--- config.mk ---
export PLATFORM = sky130hd
export DESIGN_NAME = rob_ctrl
export DESIGN_NICKNAME = d
export VERILOG_FILES = /design/src/rtl/rob_ctrl.sv
export SDC_FILE = /design/constraint.sdc
export NUM_CORES = 1
export LEC_CHECK = 0
export ABC_AREA = 1
export ABC_CLOCK_PERIOD_IN_PS = 2000
export CELL_PAD_IN_SITES_DETAIL_PLACEMENT = 1
export CELL_PAD_IN_SITES_GLOBAL_PLACEMENT = 1
export CORE_MARGIN = 2
export CORE_UTILIZATION = 39
export CTS_BUF_LIST = sky130_fd_sc_hd__clkbuf_8
export DETAILED_ROUTE_END_ITERATION = 6
export PLACE_DENSITY = 0.84
export SETUP_SLACK_MARGIN = 0.2
export SLEW_MARGIN = 20
export SYNTH_ARGS = -nofsm -noshare
export SYNTH_HDL_FRONTEND = slang
export SYNTH_SLANG_ARGS = --single-unit
--- constraint.sdc ---
create_clock -name i_clk -period 2 [get_ports i_clk]
set_input_delay 0.3 -clock i_clk [delete_from_list [all_inputs] [get_ports i_clk]]
set_output_delay 0.3 -clock i_clk [all_outputs]
set_load 0.05 [all_outputs]
--- src/rtl/rob_ctrl.sv ---
// rob_ctrl: 4-entry in-order reorder-buffer controller driving RAT rename updates and ARF commits.
// Optional synchronous flush (i_flush) is compiled in with `define ROB_FLUSH_EN.
module rob_ctrl #(
    parameter int TAG_W  = 2,
    parameter int DEPTH  = 4,
    parameter int ARCH_W = 2,
    parameter int DATA_W = 16
) (
    input  logic              i_clk,
    input  logic              i_rstn,
`ifdef ROB_FLUSH_EN
    input  logic              i_flush,
`endif
    input  logic              i_disp_valid,
    output logic              o_disp_ready,
    input  logic [ARCH_W-1:0] i_disp_dst,
    output logic              o_rat_valid,
    output logic [TAG_W-1:0]  o_rat_rob_addr,
    output logic [ARCH_W-1:0] o_rat_dst_addr,
    input  logic              i_wb_valid,
    input  logic [TAG_W-1:0]  i_wb_tag,
    input  logic [DATA_W-1:0] i_wb_data,
    output logic              o_cmt_valid,
    output logic [TAG_W-1:0]  o_cmt_tag,
    output logic [ARCH_W-1:0] o_cmt_dst,
    output logic [DATA_W-1:0] o_cmt_data,
    output logic [TAG_W:0]    o_count
);
    localparam logic [TAG_W:0] FULL = (TAG_W+1)'(DEPTH);

    logic [DEPTH-1:0]  valid_q, valid_d, done_q, done_d;
    logic [ARCH_W-1:0] dst_q [DEPTH];
    logic [ARCH_W-1:0] dst_d [DEPTH];
    logic [DATA_W-1:0] data_q [DEPTH];
    logic [DATA_W-1:0] data_d [DEPTH];
    logic [TAG_W-1:0]  head_q, head_d, tail_q, tail_d;
    logic [TAG_W:0]    count_q, count_d;
    logic              flush, fire, wb_hit;

`ifdef ROB_FLUSH_EN
    assign flush = i_flush;
`else
    assign flush = 1'b0;
`endif

    // Readiness looks only at registered occupancy, so a full ROB refuses even when the head retires.
    assign o_disp_ready   = (count_q != FULL) & ~flush;
    assign fire           = i_disp_valid & o_disp_ready;
    assign o_rat_valid    = fire;
    assign o_rat_rob_addr = tail_q;
    assign o_rat_dst_addr = i_disp_dst;
    assign o_cmt_valid    = valid_q[head_q] & done_q[head_q] & ~flush;
    assign o_cmt_tag      = head_q;
    assign o_cmt_dst      = dst_q[head_q];
    assign o_cmt_data     = data_q[head_q];
    assign o_count        = count_q;
    assign wb_hit         = i_wb_valid & valid_q[i_wb_tag] & ~flush;

    always_comb begin
        valid_d = valid_q;
        done_d  = done_q;
        dst_d   = dst_q;
        data_d  = data_q;
        head_d  = head_q + TAG_W'(o_cmt_valid);
        tail_d  = tail_q + TAG_W'(fire);
        count_d = count_q + (TAG_W+1)'(fire) - (TAG_W+1)'(o_cmt_valid);
        if (wb_hit) begin
            done_d[i_wb_tag] = 1'b1;
            data_d[i_wb_tag] = i_wb_data;
        end
        if (o_cmt_valid) begin
            valid_d[head_q] = 1'b0;
            done_d[head_q]  = 1'b0;
        end
        if (fire) begin
            valid_d[tail_q] = 1'b1;
            done_d[tail_q]  = 1'b0;
            dst_d[tail_q]   = i_disp_dst;
        end
        if (flush) begin
            valid_d = '0;
            done_d  = '0;
            head_d  = '0;
            tail_d  = '0;
            count_d = '0;
        end
    end

    always_ff @(posedge i_clk or negedge i_rstn) begin
        if (!i_rstn) begin
            valid_q <= '0;
            done_q  <= '0;
            dst_q   <= '{default: '0};
            data_q  <= '{default: '0};
            head_q  <= '0;
            tail_q  <= '0;
            count_q <= '0;
        end else begin
            valid_q <= valid_d;
            done_q  <= done_d;
            dst_q   <= dst_d;
            data_q  <= data_d;
            head_q  <= head_d;
            tail_q  <= tail_d;
            count_q <= count_d;
        end
    end
endmodule

After elaboration in Yosys (flattened, before gate mapping)
Cells that the tools add are included.
{"block": "word_totals", "register_bits": 87, "latch_bits": 0, "ram_bits": 0, "rom_bits": 0, "input_bits": 24, "out_inout_bits": 30, "word_cells": 76, "mem_count": 0}
{"block": "op_classes", "addsub": 4, "mul": 0, "div_mod_pow": 0, "n_lt_le_gt_ge": 11, "eq_ne": 1, "n_shift": 0, "n_mux": 29, "n_bitwise": 13, "reduce_logical": 5}
{"operator": "$bwmux 64", "count": 1}
{"operator": "$mux 16", "count": 3}
{"operator": "$bmux 16 s2", "count": 1}
{"operator": "$demux 16 s2", "count": 1}
{"operator": "$mux 4", "count": 5}
{"operator": "$and 4x4->4", "count": 3}
{"operator": "$ge 3x3->1 const B", "count": 3}
{"operator": "$lt 2x3->1 const B", "count": 3}
{"operator": "$not 2->3", "count": 3}
{"operator": "$bwmux 8", "count": 1}
{"operator": "$not 4->4", "count": 2}
{"operator": "$or 4x4->4", "count": 2}
{"operator": "$bmux 1 s2", "count": 3}
{"operator": "$demux 1 s2", "count": 3}
{"operator": "$ge 2x1->1 const B", "count": 3}
{"operator": "$lt 3x1->1 const B", "count": 2}
{"operator": "$mux 1", "count": 6}
{"operator": "$mux 2", "count": 3}
{"operator": "$logic_and 1x1->1", "count": 5}
{"operator": "$add 2x1->2", "count": 2}
{"operator": "$bmux 2 s2", "count": 1}
{"operator": "$demux 2 s2", "count": 1}
{"operator": "$add 3x1->3", "count": 1}
{"operator": "$and 1x1->1", "count": 3}
{"operator": "2 further kinds", "count": 2}

Logic depth before layout (Yosys ltp)
Gate-level depths: netlist of run 1.
{"block": "depth", "ltp_word": 10, "depth_mapped": 13, "depth_no_buf": 12}

Least setup slack after synthesis of run 1
No wires, ideal clock.
{"block": "synth_path", "path_kind": "register -> register", "start": "reg head_q[0] (netlist: o_cmt_tag[0])", "end": "reg count_q[2] (netlist: o_count[2])", "t_arrival_ns": 2.677, "setup_slack_ns": -0.800, "stages_incl_launch_ff": 13, "path_buffers": 1, "synth_period_minus_slack_ns": 2.800, "path_cell_list": "dfrtp_1 > buf_4 > nand2_1 > o21ai_0 > nand2_1 > nand2_1 > and2_1 > ha_1 > inv_1 > ha_1 > inv_1 > fa_1 > xnor2_1"}
{"block": "synth_via", "elab_chain_len": 4, "word_cells_on_any_way": 6, "cone_classes": "add/sub: 1; mux: 4; bitwise: 1"}
{"element": "from (decl)", "line_no": "36", "text": "logic [TAG_W-1:0] head_q, head_d, tail_q, tail_d;"}
{"element": "from (signal assigned)", "line_no": "95", "text": "head_q <= '0;"}
{"element": "from (signal assigned)", "line_no": "103", "text": "head_q <= head_d;"}
{"element": "$bmux 1 s2", "line_no": "52", "text": "assign o_cmt_valid = valid_q[head_q] & done_q[head_q] & ~flush;"}
{"element": "$mux 1 (not written as such)", "line_no": "52"}
{"element": "$and 1x1->1 (*)", "line_no": "52"}
{"element": "via o_cmt_valid", "line_no": "23", "text": "output logic o_cmt_valid,"}
{"element": "$sub 3x1->3 (*)", "line_no": "66", "text": "count_d = count_q + (TAG_W+1)'(fire) - (TAG_W+1)'(o_cmt_valid);"}
{"element": "via count_d[2]", "line_no": "37", "text": "logic [TAG_W:0] count_q, count_d;"}
{"element": "to (signal assigned)", "line_no": "105", "text": "count_q <= count_d;"}
{"element": "to (decl)", "line_no": "37"}
Mark *: on every way through the listed nets, which the timed path passes. The rest lies on a longest branch. The select of a mux whose other input is x is not followed.
A chain may end at the register's enable or synchronous reset.

Worst setup path after layout of run 1
{"block": "layout_path", "start": "reg head_q[0] (netlist: o_cmt_tag[0])", "end": "reg count_q[2] (netlist: o_count[2])"}
{"block": "layout_via", "elab_chain_len": 4, "word_cells_on_any_way": 6, "cone_classes": "add/sub: 1; mux: 4; bitwise: 1"}
{"element": "$bmux 1 s2", "line_no": "52"}
{"element": "$mux 1 (not written as such)", "line_no": "52"}
{"element": "$and 1x1->1 (*)", "line_no": "52"}
{"element": "$sub 3x1->3 (*)", "line_no": "66"}
{"element": "via count_d[2]", "line_no": "37"}
Marked as above.

==> impl_metrics.toml, run 1 <==
[global_route]
antenna_found_initial = 0
grt_overflow = 0
grt_usage_pct = 21.4
grt_first_pass_wirelength_um = 18900
grt_max_degree = 40
grt_pass1_vias = 3714

[critical_path]
worst_path_max_delay_cell = "dfrtp_2"
r2r_start = "o_cmt_tag[0]"
critPathKind = "reg2reg"
cp_max_fo = 5
reg2reg_to = "o_count[2]"
cp-start-kind = "flip-flop"
required_ps = 2280
cp_slowest_stage_delay_ps = 480
regToRegSetupSlack_ps = -140
cpMostUsedCell = "nand2_2"
r2r.worst_path.cells = 12
path_cells = "buf_6 -> nand2_2 -> nand2_1 -> nand2_2 -> nand2_2 -> and2_4 -> ha_4 -> inv_2 -> ha_4 -> inv_2 -> fa_1 -> xnor2_1"
crit_path_start = "o_cmt_tag[0]"
cp.arrival_ps = 2420
crit_path_end_kind = "flip-flop"

[sta]
setup_slack_ps = -140
finalSetupViolations = 7
hold_viol = 0
finClkSkew_ps = 11.7
fin_crit_sh_pct = 107
period_minus_slack_ps = 2140
worst_pin_slew_ps = 539
fmax_ghz = 0.467
rsz0062_at_grt = "true"
setup_tns_ps = -381
finalMaxSlewViolations = 0
slew_headroom_pct = 64.1

[clocking]
cts-buffers-inserted = 9
clk_latency_ps = 370
clock-sinks = 87
cts_tree = "done"
cts_htree_levels = 3
clkTransAtPathRegs_ps = 90
cts_buffer_depth = 2
cts_root_buffer = "clkbuf_8"

[power_and_ir_drop]
report.power.total_mw = 10.8
power_density_nw_per_um2 = 1900
p_leak_nw = 2.71
ir_drop_mv = 1.24

[routing]
via_per_inst = 5.35
wl_per_cell_um = 20.4
ant_nets = 0
wl_um = 13100
drt_pass1_iterations = 4
drt_iter0_markers = 151
drc_errors = 0
vias = 3431

[place]
portBuffers = 53
place_inst = 615
gp_congestion = 0.787
dp_hpwl_um = 7130

[floorplan]
design.core.area_um2 = 10200
die_y_um = 106
die_area_um2 = 11200
io_pins = 54
fp.dieW_um = 106
fp-row-count = 37
start_util_pct = 39.8

[cells_and_area]
final_layout_size_suffix_gt1_share_pct = 36.6
syn2layout_area_growth_pct = 40.4
fin_cells = 641
final_net_count = 529
diodes = 0
final_common_cell = "nand2_1"
final_cell_mix = "nand2_1, dfrtp_1, o21ai_0"

[synth]
synth_seq_cells = 87
yosysWarnings = 0
synth_cell_types = 25
synth_fp_nets = 459
ys_seq_area_share_pct = 53.7
synthCells = 430
syn_area_per_cell_um2 = 9.43
syn-cell-area_um2 = 4050

[run]
max_cap_viol_count = 0

[status]
violations = "setup timing"
status = "complete, but fails checks"

[min_path]
min_path_type = "in2async"
[critical path, delay by kind of cell (launching register included)]
kind / cells / cell delay, ps
XOR/XNOR: 1 / 180
adder cells (fa/ha/maj): 3 / 700
buffers and inverters: 3 / 250
flip-flops: 1 / 480
AND/OR/NAND/NOR: 5 / 450
[per-stage QoR]
stage / utilization, % / setup WS, ps / hold WS (ps) / cell area [um^2]
after floorplan: - / -252 / 4.41 / 4160
after global placement: 50.6 / 89.1 / 307 / 5150
after detailed placement: 50.6 / 8.41 / 311 / 5150
after CTS: 54.5 / -56.3 / 463 / 5550
after global routing: 55.9 / -235 / 526 / 5690
final: 55.9 / -140 / 464 / 5690
[kinds of logic after synthesis]
logic type	share of synthesized area, %
xor gates and xnor gates	0.864
and+or+nand+nor	18.9
buffers and inverters	7.01
adders and majority gates	1.73
DFF	53.7
AOI/OAI and AO/OA	17.8
[how the worst max path moves through the flow]
stage	slack [ps]	end	cells past startpoint
after floorplan	-250	o_count[2]	13
after global placement	90	o_count[1]	12
after detailed placement	8	o_count[1]	10
after CTS	-60	o_count[1]	11
after global routing	-230	o_count[2]	12
final	-140	o_count[2]	12
[cell type report]
type                            count  area (um^2)
Tap cell                          136          170
Multi-Input combinational cell    286         1850
Clock buffer                       10          138
Clock inverter                      6          100
Sequential cell                    87         2180
Fill cell                        1098         4490
Timing Repair Buffer               79         1100
Inverter                           37          151
[routing by layer]
metal | track usage (%) | up-vias | wire (um)
li1 | - | 1553 | -
met1 | 26.8 | 1756 | 5090
met2 | 38.0 | 95 | 7010
met3 | 3.80 | 27 | 620
met4 | 6.48 | 0 | 340
met5 | 0 | - | 0
[registers in the layout, indices dropped and copies added (netlist names)]
register	cells
data_q	64
o_rat_rob_addr	2
o_count	3
dst_q	8
o_cmt_tag	2
done_q	4
valid_q	4
[cells in the mapped netlist]
cell      count  share of area [%]
nand2_1     129                 12
dfrtp_1      87                 54
o21ai_0      42                5.2
inv_1        33                3.1
o21ai_2      32                6.9
a22oi_1      30                5.6
nand3_1      13                1.6
nand2_2      11                1.7
buf_2         9                1.1
nor2_1        9               0.83
buf_6         6                1.7
ha_1          4                1.2
buf_4         3               0.56
inv_2         3               0.28
nand2_4       3               0.83
clkbuf_2      2               0.25
nand3_4       2               0.86
nand4_2       2               0.62
nor2_2        2               0.31
xnor2_1       2               0.43
xor2_1        2               0.43
a21boi_1      1               0.19
and2_1        1               0.15
clkinv_1      1              0.093
fa_1          1               0.49
[report_power, final]
group | internal, mW | total, mW | switching, mW
Clock | 0.760 | 1.48 | 0.718
Sequential | 2.44 | 3.04 | 0.600
Combinational | 2.67 | 6.31 | 3.64
[timing repair]
item                                   4_1_cts  5_1_grt
hold buffers                                 1        0
resized for setup                           41       17
setup endpoints to repair                   28       24
cloned                                       0        2
endpoints found under the hold margin       37        0
setup buffers                                4        3
pin swaps                                    6       11
No activity file was read; power rests on OpenSTA's default activity.
==> run 2: changes to the inputs <==
--- a/config.mk
+++ b/config.mk
@@ -13,6 +13,7 @@
 export CORE_UTILIZATION = 39
 export CTS_BUF_LIST = sky130_fd_sc_hd__clkbuf_8
 export DETAILED_ROUTE_END_ITERATION = 6
+export MAX_ROUTING_LAYER = met4
 export PLACE_DENSITY = 0.84
 export SETUP_SLACK_MARGIN = 0.2
 export SLEW_MARGIN = 20
==> impl_metrics.toml, run 2 (same netlist as run 1, synthesis figures left out) <==
[routing]
wl_um = 12200
drt_iter0_markers = 146
drt_pass1_iterations = 4
vias = 3402
via_per_inst = 5.30
ant_nets = 0
drc_errors = 0
wl_per_cell_um = 19.0

[place]
dp_hpwl_um = 7130
gp_congestion = 0.798
place_area_um2 = 5150
portBuffers = 53

[cells_and_area]
final_cell_mix = "nand2_1, dfrtp_1, o21ai_0"
largest-register = "data_q"
reg_top3 = "data_q: 64 flops, dst_q: 8 flops"
final_layout_size_suffix_gt1_share_pct = 36.8
final_common_cell = "nand2_1"
diodes = 0
nFillCells = 1108
final_net_count = 530
fin_area_um2 = 5700
syn2layout_area_growth_pct = 40.6
largest_reg_flops = 64

[run]
max_cap_viol_count = 0

[clocking]
clock-sinks = 87
cts_htree_levels = 3
cts_root_buffer = "clkbuf_8"
cts-buffers-inserted = 9
clk_latency_ps = 370
clkTransAtPathRegs_ps = 90
cts_buffer_depth = 2
cts_tree = "done"

[status]
violations = "setup timing"
status = "complete, but fails checks"

[floorplan]
io_pins = 54
die_area_um2 = 11200
start_util_pct = 39.8
fp.dieW_um = 106
fp-row-count = 37
die_y_um = 106
design.core.area_um2 = 10200

[sta]
hold_viol = 0
finalSetupViolations = 18
finalMaxSlewViolations = 0
worst_pin_slew_ps = 537
setup_tns_ps = -575
finClkSkew_ps = 9.73
fin_crit_sh_pct = 107
rsz0062_at_grt = "true"
fmax_ghz = 0.467
setup_slack_ps = -143
period_minus_slack_ps = 2140
slew_headroom_pct = 64.2

[critical_path]
cp_max_fo = 5
cp.arrival_ps = 2400
required_ps = 2260
crit_path_start = "o_cmt_tag[0]"
cp.depth = 12
crit_path_end_kind = "flip-flop"
reg2reg_to = "o_count[1]"
critPathTopFamily = "adder cells"
crit_end = "o_count[1]"
worst_path_max_delay_cell = "dfrtp_2"
cp-start-kind = "flip-flop"
critPathKind = "reg2reg"
cp_num_buf_inv = 4
path_cells = "buf_6 -> nand2_4 -> o21ai_2 -> nand2_1 -> nand2_2 -> and2_4 -> ha_4 -> inv_2 -> ha_4 -> inv_2 -> fa_1 -> inv_1"
regToRegSetupSlack_ps = -140
r2r.worst_path.cells = 12
cp_slowest_stage_delay_ps = 490
r2r_start = "o_cmt_tag[0]"

[global_route]
grt_usage_pct = 22.0
grt_overflow = 0
antenna_found_initial = 0
grt_first_pass_wirelength_um = 18900
grt_max_degree = 40
grt_pass1_vias = 3707

[power_and_ir_drop]
ir_drop_mv = 1.25
p_leak_nw = 2.71
power_density_nw_per_um2 = 1880

[min_path]
min_path_type = "in2async"
## run 2: worst min-delay path by stage
stage,startpoint,endpoint,slack [ps],depth (start not counted)
after detailed placement,i_rstn,o_count[2],310,1
after CTS,i_rstn,o_count[0],460,2
final,i_rstn,o_rat_rob_addr[0],460,2
after global routing,i_rstn,o_count[0],500,2
after floorplan,i_rstn,data_q[0],4,0
after global placement,i_rstn,o_rat_rob_addr[1],310,1
## run 2: per-stage QoR
step	hold WS [ps]	total power [mW]	utilization, %	setup slack (ps)	instances
6_report	463	10.7	56.0	-143	642
5_1_grt	500	11.3	56.0	-193	642
4_1_cts	463	10.3	54.5	-56.3	636
3_5_place_dp	311	8.55	50.6	8.41	615
3_3_place_gp	307	8.29	50.6	89.1	615
2_1_floorplan	4.41	6.09	-	-252	430
## run 2: worst reg2reg max path: stages (launching register included)
cell	delay, ps
dfrtp_2	490
buf_6	160
nand2_4	60
o21ai_2	60
nand2_1	100
nand2_2	80
and2_4	150
ha_4	200
inv_2	60
ha_4	110
inv_2	30
fa_1	490
inv_1	40
## run 2: final cells by class
cell class	instances	area, um^2	area share (%)
inverter	37	151	2.66
timing repair buffer	80	1100	19.4
multi-input combinational	286	1850	32.5
clock buffer	10	138	2.41
clock inverter	6	100	1.76
tap	136	170	2.99
sequential	87	2180	38.3
## run 2: per-layer routing
layer,vias to the layer above,global-route usage (%),routed length [um]
met3,26,3.74,535
met1,1735,26.8,4860
met2,84,37.9,6520
met4,0,6.48,319
li1,1557,-,-
met5,-,-,0
## run 2: repair_timing
item	4_1_cts	5_1_grt
hold buffers	1	0
endpoints found under the setup margin	28	24
cloned	0	2
gates resized for setup	41	18
endpoints found under the hold margin	37	0
buffers inserted	4	4
pin swaps	6	11
## run 2: power breakdown
part	switching (mW)	leakage, nW	internal [mW]	total [mW]
combinational	3.59	1.52	2.67	6.27
sequential	0.582	1.07	2.44	3.02
clock	0.697	0.121	0.760	1.46
total	4.87	2.71	5.87	10.7
